## config.mk

```make
export PLATFORM = sky130hd
export DESIGN_NAME = ref_seq_reader_flat
export DESIGN_NICKNAME = d
export VERILOG_FILES = /design/src/rtl/ref_seq_reader_pkg.sv /design/src/rtl/ref_seq_reader_if.sv /design/src/rtl/ref_block_fifo.sv /design/src/rtl/ref_seq_reader.sv /design/src/flat_wrapper.sv
export SDC_FILE = /design/constraint.sdc
export NUM_CORES = 2
export LEC_CHECK = 0
export ABC_AREA = 1
export CORE_MARGIN = 1.5
export CORE_UTILIZATION = 35
export CTS_CLUSTER_SIZE = 30
export DETAILED_ROUTE_END_ITERATION = 7
export PLACE_DENSITY = 0.57
export SLEW_MARGIN = 20
export SYNTH_ARGS = -nofsm -noshare
export SYNTH_HDL_FRONTEND = slang
export SYNTH_HIERARCHICAL = 1
export SYNTH_SLANG_ARGS = --single-unit
export TNS_END_PERCENT = 1
```

## constraint.sdc

```tcl
create_clock -name clk -period 21.4 [get_ports clk]
set_input_delay 2.14 -clock clk [delete_from_list [all_inputs] [get_ports clk]]
set_output_delay 2.14 -clock clk [all_outputs]
set_load 0.05 [all_outputs]
```

## src/rtl/ref_seq_reader_pkg.sv

```systemverilog
// rtl/ref_seq_reader_pkg.sv - shared widths, FSM states and sizing helpers for the reference reader
package ref_seq_reader_pkg;

  localparam int ADDR_W = 25;
  localparam int LEN_W  = 25;

  typedef enum logic [1:0] {
    ST_IDLE = 2'd0,
    ST_REQ  = 2'd1,
    ST_WAIT = 2'd2
  } state_t;

  // counter width for a modulo-n counter, never narrower than one bit
  function automatic int cnt_w(input int n);
    return (n > 1) ? $clog2(n) : 1;
  endfunction

endpackage

```

## src/rtl/ref_seq_reader_if.sv

```systemverilog
// rtl/ref_seq_reader_if.sv - engine and DRAM read-port signal bundle for the reference reader
interface ref_seq_reader_if #(
  parameter int REF_LENGTH = 128,
  parameter int DRAM_WIDTH = 128
);
  import ref_seq_reader_pkg::*;

  logic [ADDR_W-1:0]       ref_addr_in;
  logic [LEN_W-1:0]        ref_length_in;
  logic                    ref_info_valid_in;
  logic [2*REF_LENGTH-1:0] ref_seq_block_out;
  logic                    ref_seq_block_valid_out;
  logic                    ref_seq_block_rdy_in;
  logic [ADDR_W-1:0]       dram_rd_addr_out;
  logic                    dram_rd_req_out;
  logic                    dram_rd_ack_in;
  logic [DRAM_WIDTH-1:0]   dram_rd_data_in;
  logic                    dram_rd_data_valid_in;
  logic                    busy_out;
  logic                    job_overflow_out;

  // reader side
  modport master (
    input  ref_addr_in, ref_length_in, ref_info_valid_in, ref_seq_block_rdy_in,
    input  dram_rd_ack_in, dram_rd_data_in, dram_rd_data_valid_in,
    output ref_seq_block_out, ref_seq_block_valid_out, dram_rd_addr_out, dram_rd_req_out,
    output busy_out, job_overflow_out
  );

  // engine and DRAM side
  modport slave (
    output ref_addr_in, ref_length_in, ref_info_valid_in, ref_seq_block_rdy_in,
    output dram_rd_ack_in, dram_rd_data_in, dram_rd_data_valid_in,
    input  ref_seq_block_out, ref_seq_block_valid_out, dram_rd_addr_out, dram_rd_req_out,
    input  busy_out, job_overflow_out
  );

endinterface

```

## src/rtl/ref_block_fifo.sv

```systemverilog
// rtl/ref_block_fifo.sv - synchronous first-word-fall-through block FIFO with occupancy count
module ref_block_fifo #(
  parameter int WIDTH = 256,
  parameter int DEPTH = 8
) (
  input  logic                   clk,
  input  logic                   rst,
  input  logic                   wr_en,
  input  logic [WIDTH-1:0]       wr_data,
  input  logic                   rd_en,
  output logic [WIDTH-1:0]       rd_data,
  output logic                   empty,
  output logic [$clog2(DEPTH):0] count
);

  localparam int AW = $clog2(DEPTH);
  localparam int CW = AW + 1;

  logic [WIDTH-1:0] mem [DEPTH];
  logic [AW-1:0]    wr_ptr;
  logic [AW-1:0]    rd_ptr;
  logic             do_wr;
  logic             do_rd;

  // a pop frees the head slot, so a push paired with a pop is legal even when full
  always_comb begin
    do_rd = rd_en & (count != '0);
    do_wr = wr_en & ((count != CW'(DEPTH)) | do_rd);
  end

  // storage is not reset; the head word is only meaningful while not empty
  always_ff @(posedge clk) begin
    if (do_wr) mem[wr_ptr] <= wr_data;
  end

  // pointer and occupancy tracking
  always_ff @(posedge clk) begin
    if (rst) begin
      wr_ptr <= '0;
      rd_ptr <= '0;
      count  <= '0;
    end else begin
      if (do_wr) wr_ptr <= wr_ptr + AW'(1);
      if (do_rd) rd_ptr <= rd_ptr + AW'(1);
      count <= count + CW'(do_wr) - CW'(do_rd);
    end
  end

  assign rd_data = mem[rd_ptr];
  assign empty   = (count == '0);

endmodule

```

## src/rtl/ref_seq_reader.sv

```systemverilog
// rtl/ref_seq_reader.sv - reference job intake, credit-limited DRAM reads, block assembly and FIFO output
module ref_seq_reader
  import ref_seq_reader_pkg::*;
#(
  parameter int REF_LENGTH = 128,
  parameter int DRAM_WIDTH = 128,
  parameter int FIFO_DEPTH = 8
) (
  input logic              clk,
  input logic              rst,
  ref_seq_reader_if.master bus
);

  localparam int BLOCK_W = 2 * REF_LENGTH;
  localparam int BEATS   = BLOCK_W / DRAM_WIDTH;
  localparam int CW      = LEN_W + $clog2(BEATS);
  localparam int SW      = cnt_w(BEATS);
  localparam int RW      = $clog2(FIFO_DEPTH) + 1;

  state_t             state;
  logic [ADDR_W-1:0]  job_addr;
  logic [CW-1:0]      job_total;
  logic [CW-1:0]      req_idx;
  logic [CW-1:0]      rcv_idx;
  logic [SW-1:0]      req_sub;
  logic [SW-1:0]      asm_cnt;
  logic [RW-1:0]      reserved;
  logic               pend_valid;
  logic [ADDR_W-1:0]  pend_addr;
  logic [LEN_W-1:0]   pend_len;
  logic               overflow;
  logic               rd_req;
  logic [ADDR_W-1:0]  rd_addr;
  logic [BLOCK_W-1:0] asm_data;

  logic               ack, beat0_ack, rcv, push, pop, desc_ok, last_ack, last_rcv;
  logic               fifo_empty;
  logic [RW-1:0]      fifo_count;
  logic [RW-1:0]      reserved_nxt;
  logic [CW-1:0]      req_idx_nxt;
  logic [CW-1:0]      rcv_idx_nxt;
  logic [SW-1:0]      req_sub_nxt;
  logic [ADDR_W-1:0]  ld_addr;
  logic [LEN_W-1:0]   ld_len;
  logic [BLOCK_W-1:0] asm_block;
  logic [BLOCK_W-1:0] fifo_data;

  // handshake decode and the counter values the registered request is computed from
  always_comb begin
    ack          = rd_req & bus.dram_rd_ack_in;
    beat0_ack    = ack & (req_sub == '0);
    rcv          = bus.dram_rd_data_valid_in & (state != ST_IDLE);
    push         = rcv & (asm_cnt == SW'(BEATS - 1));
    pop          = ~fifo_empty & bus.ref_seq_block_rdy_in;
    desc_ok      = bus.ref_info_valid_in & (bus.ref_length_in != '0);
    req_idx_nxt  = req_idx + CW'(ack);
    rcv_idx_nxt  = rcv_idx + CW'(rcv);
    req_sub_nxt  = req_sub;
    if (ack) req_sub_nxt = (req_sub == SW'(BEATS - 1)) ? '0 : req_sub + SW'(1);
    reserved_nxt = reserved + RW'(beat0_ack) - RW'(pop);
    last_ack     = ack & (req_idx_nxt == job_total);
    last_rcv     = rcv & (rcv_idx_nxt == job_total);
    ld_addr      = pend_valid ? pend_addr : bus.ref_addr_in;
    ld_len       = pend_valid ? pend_len : bus.ref_length_in;
    // new beat enters at the top, so after BEATS beats beat 0 sits in the low slot
    asm_block    = BLOCK_W'({bus.dram_rd_data_in, asm_data} >> DRAM_WIDTH);
  end

  // job FSM, pending slot, request/credit counters and beat assembler
  always_ff @(posedge clk) begin
    if (rst) begin
      state      <= ST_IDLE;
      job_addr   <= '0;
      job_total  <= '0;
      req_idx    <= '0;
      rcv_idx    <= '0;
      req_sub    <= '0;
      asm_cnt    <= '0;
      reserved   <= '0;
      pend_valid <= 1'b0;
      pend_addr  <= '0;
      pend_len   <= '0;
      overflow   <= 1'b0;
      rd_req     <= 1'b0;
      rd_addr    <= '0;
      asm_data   <= '0;
    end else begin
      req_idx  <= req_idx_nxt;
      rcv_idx  <= rcv_idx_nxt;
      req_sub  <= req_sub_nxt;
      reserved <= reserved_nxt;
      if (rcv) begin
        asm_data <= asm_block;
        asm_cnt  <= (asm_cnt == SW'(BEATS - 1)) ? '0 : asm_cnt + SW'(1);
      end
      case (state)
        ST_IDLE: begin
          if (pend_valid || desc_ok) begin
            state     <= ST_REQ;
            job_addr  <= ld_addr;
            job_total <= CW'(ld_len) * CW'(BEATS);
            req_idx   <= '0;
            rcv_idx   <= '0;
            req_sub   <= '0;
            rd_req    <= (reserved_nxt < RW'(FIFO_DEPTH));
            rd_addr   <= ld_addr;
            // a descriptor arriving while the slot is being drained refills it
            pend_valid <= pend_valid & desc_ok;
            if (pend_valid && desc_ok) begin
              pend_addr <= bus.ref_addr_in;
              pend_len  <= bus.ref_length_in;
            end
          end
        end
        default: begin
          if (desc_ok) begin
            if (pend_valid) begin
              overflow <= 1'b1;
            end else begin
              pend_valid <= 1'b1;
              pend_addr  <= bus.ref_addr_in;
              pend_len   <= bus.ref_length_in;
            end
          end
          if (state == ST_REQ) begin
            if (last_ack) begin
              rd_req <= 1'b0;
              state  <= last_rcv ? ST_IDLE : ST_WAIT;
            end else begin
              // only the first beat of a block waits for a free FIFO credit
              rd_req  <= (req_sub_nxt != '0) | (reserved_nxt < RW'(FIFO_DEPTH));
              rd_addr <= job_addr + ADDR_W'(req_idx_nxt);
            end
          end else if (last_rcv) begin
            state <= ST_IDLE;
          end
        end
      endcase
    end
  end

  ref_block_fifo #(
    .WIDTH (BLOCK_W),
    .DEPTH (FIFO_DEPTH)
  ) u_fifo (
    .clk     (clk),
    .rst     (rst),
    .wr_en   (push),
    .wr_data (asm_block),
    .rd_en   (pop),
    .rd_data (fifo_data),
    .empty   (fifo_empty),
    .count   (fifo_count)
  );

  assign bus.ref_seq_block_valid_out = ~fifo_empty;
  assign bus.ref_seq_block_out       = fifo_empty ? '0 : fifo_data;
  assign bus.dram_rd_req_out         = rd_req;
  assign bus.dram_rd_addr_out        = rd_addr;
  assign bus.busy_out                = (state != ST_IDLE) | pend_valid | (fifo_count != '0);
  assign bus.job_overflow_out        = overflow;

endmodule

```

## src/flat_wrapper.sv

```systemverilog
// flat-port wrapper written by rule: the top's interface ports become plain ports
module ref_seq_reader_flat import ref_seq_reader_pkg::*;
#(
  parameter int REF_LENGTH = 128,
  parameter int DRAM_WIDTH = 128,
  parameter int FIFO_DEPTH = 8
)
  (clk, rst, bus_ref_addr_in, bus_ref_length_in, bus_ref_info_valid_in, bus_ref_seq_block_rdy_in, bus_dram_rd_ack_in, bus_dram_rd_data_in, bus_dram_rd_data_valid_in, bus_ref_seq_block_out, bus_ref_seq_block_valid_out, bus_dram_rd_addr_out, bus_dram_rd_req_out, bus_busy_out, bus_job_overflow_out);
  ref_seq_reader_if #(.REF_LENGTH(REF_LENGTH), .DRAM_WIDTH(DRAM_WIDTH)) bus_i ();
  input logic clk;
  input logic rst;
  input wire logic [$bits(bus_i.ref_addr_in)-1:0] bus_ref_addr_in;
  input wire logic [$bits(bus_i.ref_length_in)-1:0] bus_ref_length_in;
  input wire logic [$bits(bus_i.ref_info_valid_in)-1:0] bus_ref_info_valid_in;
  input wire logic [$bits(bus_i.ref_seq_block_rdy_in)-1:0] bus_ref_seq_block_rdy_in;
  input wire logic [$bits(bus_i.dram_rd_ack_in)-1:0] bus_dram_rd_ack_in;
  input wire logic [$bits(bus_i.dram_rd_data_in)-1:0] bus_dram_rd_data_in;
  input wire logic [$bits(bus_i.dram_rd_data_valid_in)-1:0] bus_dram_rd_data_valid_in;
  output wire logic [$bits(bus_i.ref_seq_block_out)-1:0] bus_ref_seq_block_out;
  output wire logic [$bits(bus_i.ref_seq_block_valid_out)-1:0] bus_ref_seq_block_valid_out;
  output wire logic [$bits(bus_i.dram_rd_addr_out)-1:0] bus_dram_rd_addr_out;
  output wire logic [$bits(bus_i.dram_rd_req_out)-1:0] bus_dram_rd_req_out;
  output wire logic [$bits(bus_i.busy_out)-1:0] bus_busy_out;
  output wire logic [$bits(bus_i.job_overflow_out)-1:0] bus_job_overflow_out;
  assign bus_i.ref_addr_in = bus_ref_addr_in;
  assign bus_i.ref_length_in = bus_ref_length_in;
  assign bus_i.ref_info_valid_in = bus_ref_info_valid_in;
  assign bus_i.ref_seq_block_rdy_in = bus_ref_seq_block_rdy_in;
  assign bus_i.dram_rd_ack_in = bus_dram_rd_ack_in;
  assign bus_i.dram_rd_data_in = bus_dram_rd_data_in;
  assign bus_i.dram_rd_data_valid_in = bus_dram_rd_data_valid_in;
  assign bus_ref_seq_block_out = bus_i.ref_seq_block_out;
  assign bus_ref_seq_block_valid_out = bus_i.ref_seq_block_valid_out;
  assign bus_dram_rd_addr_out = bus_i.dram_rd_addr_out;
  assign bus_dram_rd_req_out = bus_i.dram_rd_req_out;
  assign bus_busy_out = bus_i.busy_out;
  assign bus_job_overflow_out = bus_i.job_overflow_out;
  ref_seq_reader #(.REF_LENGTH(REF_LENGTH), .DRAM_WIDTH(DRAM_WIDTH), .FIFO_DEPTH(FIFO_DEPTH)) u_core (.clk(clk), .rst(rst), .bus(bus_i));
endmodule
```

* After elaboration in Yosys (flattened, before gate mapping) *
Memories as Yosys holds them, arrays and structs flattened. A register that Yosys moved wholly into a read port is not among the register bits.
Index checks and enable logic that the tools add are counted.
W data, S select, Z words.

operators by class
  add/sub/neg operators = 11
  $lt $le $gt $ge = 1
  eq/ne operators = 8
  multiplexer cells = 41
  bitwise operators = 18
  reductions and logical operators = 17

operators with widths
  operator               count
  $mux W25               14
  $mux W256              1
  $mux W26               4
  $add A26 B1 Y26        2
  $eq A26 B26 Y1         2
  $add A25 B25 Y25       1
  $reduce_bool A25 Y1    1
  $mux W1                14
  $mux W2                6
  $reduce_and A3 Y1      4
  $and A1 B1 Y1          11
  $add A4 B1 Y4          2
  $sub A4 B1 Y4          2
  $add A3 B1 Y3 const B  2
  $mux W3                2
  $reduce_and A2 Y1      3
  $reduce_bool A2 Y1     3
  $logic_not A4 Y1       1
  $lt A4 B4 Y1 const B   1
  $ne A2 B1 Y1 const B   2
  $ne A4 B4 Y1 const B   1
  $or A1 B1 Y1           4
  $reduce_bool A4 Y1     1
  $ne A3 B2 Y1 const B   1
  8 further kinds        11

storage, ports and cells
  flip-flop bits (word level) = 454
  memory bits (writable) = 2048
  input bits = 184
  output and inout bits = 285
  logic and storage cells = 115
  memories kept = 1

memory list
  name               depth  bits a word  read ports  clocked after Yosys merged registers in  wr ports  line                  RTL
  u_core.u_fifo.mem  8      256          1           1                                        1         ref_block_fifo.sv:19  logic [WIDTH-1:0] mem [DEPTH];

* Depth between registers and ports, before layout *
  depth in word-level cells = 9
  depth in mapped cells = 25
  mapped depth without buffers = 25

* By module *
Netlist, hierarchy kept.

modules (own cells, without submodules)
  module          instances  cells an instance  area an instance (um^2)  sequential area each (um^2)
  ref_block_fifo  1          6377               80579.8                  61759.2
  ref_seq_reader  1          2854               17521.8                  6326.1

* Worst setup path before layout *
OpenSTA, ideal clock, no wires.

  path kind = input to register
  start point = input bus_dram_rd_data_valid_in
  end point = memory u_core.u_fifo.mem[6][0], enable pin
  setup time = 1189 ps
  arrival = 20109 ps
  data required time = 20211 ps
  path slack = 102 ps
  cell stages on the path = 6
  path buffers = 2
  cells stage by stage = nand2_1 > clkbuf_1 > nor2_1 > clkbuf_1 > nand2_1 > nor3_1

between the ends
  longest elaborated chain between the ends = 5

ends and longest elaborated chain
  item                           line                  RTL
  start, declared                flat_wrapper.sv:18    input wire logic [$bits(bus_i.dram_rd_data_valid_in)-1:0] bus_dram_rd_data_valid_in;
  $and A1 B1 Y1                  ref_seq_reader.sv:52  rcv = bus.dram_rd_data_valid_in & (state != ST_IDLE);
  $and A1 B1 Y1                  ref_seq_reader.sv:53  push = rcv & (asm_cnt == SW'(BEATS - 1));
  via u_core.push                ref_seq_reader.sv:36  logic ack, beat0_ack, rcv, push, pop, desc_ok, last_ack, last_rcv;
  $and A1 B1 Y1                  ref_block_fifo.sv:28  do_wr = wr_en & ((count != CW'(DEPTH)) | do_rd);
  $mux W1                        ref_block_fifo.sv:33  if (do_wr) mem[wr_ptr] <= wr_data;
  $mux W1 (not written as such)  ref_block_fifo.sv:33
  end, declared                  ref_block_fifo.sv:19

The timed path passes the listed nets, and every way through them passes these cells.

==> qor.yml <==
rsz0062_at_grt: "no"
synth_compound_area_share_pct: 10.39
clk_pin_slew_worst_paths_ns: 0.06
cts_root_buffer: "clkbuf_16"
grt_overflow: 0
numCtsBuffers: 242
avgSynthCellArea_um2: 10.63
track_usage_pct: 19.90
fmax_ghz: 0.09865
ys_warn_count: 6
nNetsFinal: 9727
relSlewSlack_pct: 13.86
cap_violations: 0
nFillCells: 26593
place_hpwl_mm: 165.0
peakVddDrop_mv: 0.1269
routed_wl_mm: 291.5
netlist_area_mm2: 0.09810
globalplace.congestion: 0.8736
vias_per_cell: 5.092
die_y_um: 532.4
syn_nets: 9461
hold_viol_final: 0
wl_per_cell_um: 21.70
muxShareOfSynthArea_pct: 0.01020
fin_skew_ns: 0.05766
first_iter_violations: 6029
min_period_over_period_pct: 47.37
ys_seq_area_share_pct: 69.40
netlist.top_cell.by_area: "edfxtp_1"
grt_pass1_vias: 65065
slew_violations: 0
synthTopCellsByArea: "edfxtp_1 63%, nor2_1 9.0%, dfxtp_1 6.7%, o21ai_0 5.3%, nand2_1 4.7%"
drc: 0
crit_arrival_ns: 8.00
cts_tree: "done"
yosysUniqueCellTypes: 51
die-area_mm2: 0.2835
fp.coreArea_mm2: 0.2791
postCtsSetupRepairBufs: 0
synth_top_area_share_pct: 62.69
clock_latency_ns: 0.91
endpoint_kind: "primary output"
start_util_pct: 35.14
internal-power_w: 0.009239
tightest_slew_ns: 1.292
setup_viol: 0
ios: 469
htree_levels: 4
synth_xor_area_share_pct: 0.3380
ys_ff_latch: 2377
drive_gt1_share_pct: 5.035
vias: 68414
cts_resized: 0
synthAdderAreaFrac_pct: 0.6096
yosys.area_share.simple_pct: 14.77
synthCells: 9231
status: "finished, final reports clean"
hold_buffers: 0
startpoint_type: "flip-flop"
setup_tns_ns: 0
switching_power_w: 0.005797
async_flop_share_pct: 0
synth_top_flop_cell: "edfxtp_1"
seqPwrFrac_pct: 37.3
io_buffers: 468
p_leak_nw: 40.47
rows: 194
cts_sinks: 2377
hp-class: "flip-flop to flip-flop"
grt_max_degree: 203
pwr-share-clk_pct: 28.3
synth_common_cells: "2356 x nor2_1, 2048 x edfxtp_1, 1225 x nand2_1, 1037 x o21ai_0, 781 x o21ai_1"
period_needed_ns: 10.14
combPwrFrac_pct: 34.4
worstPathRequired_ns: 19.26
synth_top_family_by_area: "simple AND/OR/NAND/NOR gates"
p_sw_share_pct: 38.55
cts_buffer_depth: 4
dp.cells: 12975
antenna_found_initial: 63
worstSetupPathType: "flip-flop to primary output"
syn_to_final_growth_pct: 16.04
grt_pass1_wl_mm: 427.7
synth_edf_count: 2048
path_max_fanout: 99
antenna_left: 0
first_pass_iters: 6
power.density_mw_per_mm2: 132.1
die-width_um: 532.4
synth_most_common_cell: "nor2_1"
finalNonFillerCells: 13435
[layout make-up]
class                      count  area [µm²]  share of cell area, %
sequential                  2377       68100                  59.82
multi-input combinational   5846       25700                  22.58
clock buffer                 335        6696                  5.883
timing repair buffer         557        5584                  4.905
tap                         3724        4659                  4.093
inverter                     473        1813                  1.593
clock inverter               104        1240                  1.089
antenna                       19       47.55                0.04177
[logic make-up (layout without fill, tap and decap cells)]
| kind of cell | count (synthesis) | count (layout) |
|---|---|---|
| AO/OA/AOI/OAI | 1998 | 1998 |
| XOR/XNOR | 33 | 33 |
| adder cells (fa/ha/maj) | 46 | 46 |
| buffers and inverters | 1008 | 1469 |
| flip-flops | 2377 | 2377 |
| multiplexers | 1 | 1 |
| other | 0 | 19 |
| AND/OR/NAND/NOR | 3768 | 3768 |
[metrics by stage]
step | area [µm²] | hold WS (ns) | util, % | worst slack (ns) | total power (W)
floorplan | 98100 | 0.4292 | - | 0.1019 | 0.009053
global placement | 105800 | 0.4382 | 37.90 | 12.19 | 0.01083
detailed placement | 105800 | 0.4474 | 37.90 | 12.17 | 0.01088
CTS | 113700 | 0.4577 | 40.75 | 11.22 | 0.01515
global route | 113800 | 0.4832 | 40.78 | 10.81 | 0.01573
finish | 113800 | 0.4596 | 40.78 | 11.26 | 0.01504
[worst paths after layout]
kind / from / endpoint / cells after the start / slack (ns)
worst max register to register: u_core/u_fifo/count[2] / u_core/u_fifo/mem[5][75] / 12 / 15.91
worst min-delay path: u_core/pend_addr[16] / u_core/pend_addr[16] / 2 / 0.46
worst min register to register: u_core/pend_addr[16] / u_core/pend_addr[16] / 2 / 0.46
worst max-delay path: flip-flop / bus_ref_seq_block_out[37] / 14 / 11.26
[cells in the final DEF, fill, tap and decap left out, drive strengths merged]
master and count:
nor3b 1, clkdlybuf4s50 467, and2 1, a31oi 12, xnor3 2, diode 19, o21ai 1820, dfxtp 329
o21bai 7, nand3b 2, ha 43, inv 476, o41ai 1, o211ai 13, edfxtp 2048, nand4 20
o21a 2, buf 90, nand2 1234, clkinv 71, xor2 21, a211oi 28, nand3 125, o22ai 1
a21boi 1, nor3 12, clkinvlp 4, o2111ai 1, o32ai 8, xnor2 10, o221a 1, a21oi 102
or2 3, bufinv 26, fa 3, clkbuf 335, a21o 1, mux2i 1, nor4 7, nor2 2363
[power by group through the flow]
| stage | Clock, W | Combinational, W | Sequential (W) |
|---|---|---|---|
| after floorplan | 0 | 0.00337 | 0.00568 |
| after global placement | 0 | 0.00514 | 0.00570 |
| after detailed placement | 0 | 0.00517 | 0.00571 |
| after CTS | 0.00434 | 0.00519 | 0.00562 |
| after global routing | 0.00451 | 0.00557 | 0.00565 |
| final | 0.00426 | 0.00517 | 0.00561 |
[flip-flops by register name, summed over array words and instances, names as in the netlist, named ones only]
name	cells
u_core/u_fifo/rd_ptr	3
u_core/bus.dram_rd_req_out	1
u_core/asm_cnt	1
u_core/req_idx	26
u_core/u_fifo/wr_ptr	3
u_core/bus.dram_rd_addr_out	25
u_core/bus.job_overflow_out	1
u_core/reserved	4
u_core/job_addr	25
u_core/req_sub	1
u_core/pend_addr	25
u_core/u_fifo/mem	2048
u_core/state	2
u_core/job_total	25
u_core/pend_valid	1
u_core/asm_data	128
u_core/rcv_idx	26
u_core/u_fifo/count	4
u_core/pend_len	25
[critical path, cell delays in order (launching register included)]
cell and delay (ns):
dfxtp_4 0.94, buf_4 0.88, buf_4 0.78, buf_4 0.73
buf_4 0.93, buf_4 0.86, nor2_1 0.11, nor2_1 0.11
o21ai_0 0.09, o21ai_1 0.10, nand2_1 0.06, nand2_1 0.15
inv_1 0.07, nor2_1 0.16, clkdlybuf4s50_1 0.85
[layer usage]
layer  global-route usage (%)  share of wire (%)  up-vias
met5                        0               0.12        -
met4                    5.017                2.2       54
met3                    4.195                7.6      414
met2                    30.02                 44     2239
met1                    29.03                 46    33704
li1                         -                  -    32003
Power figures use the tool's default switching activity.
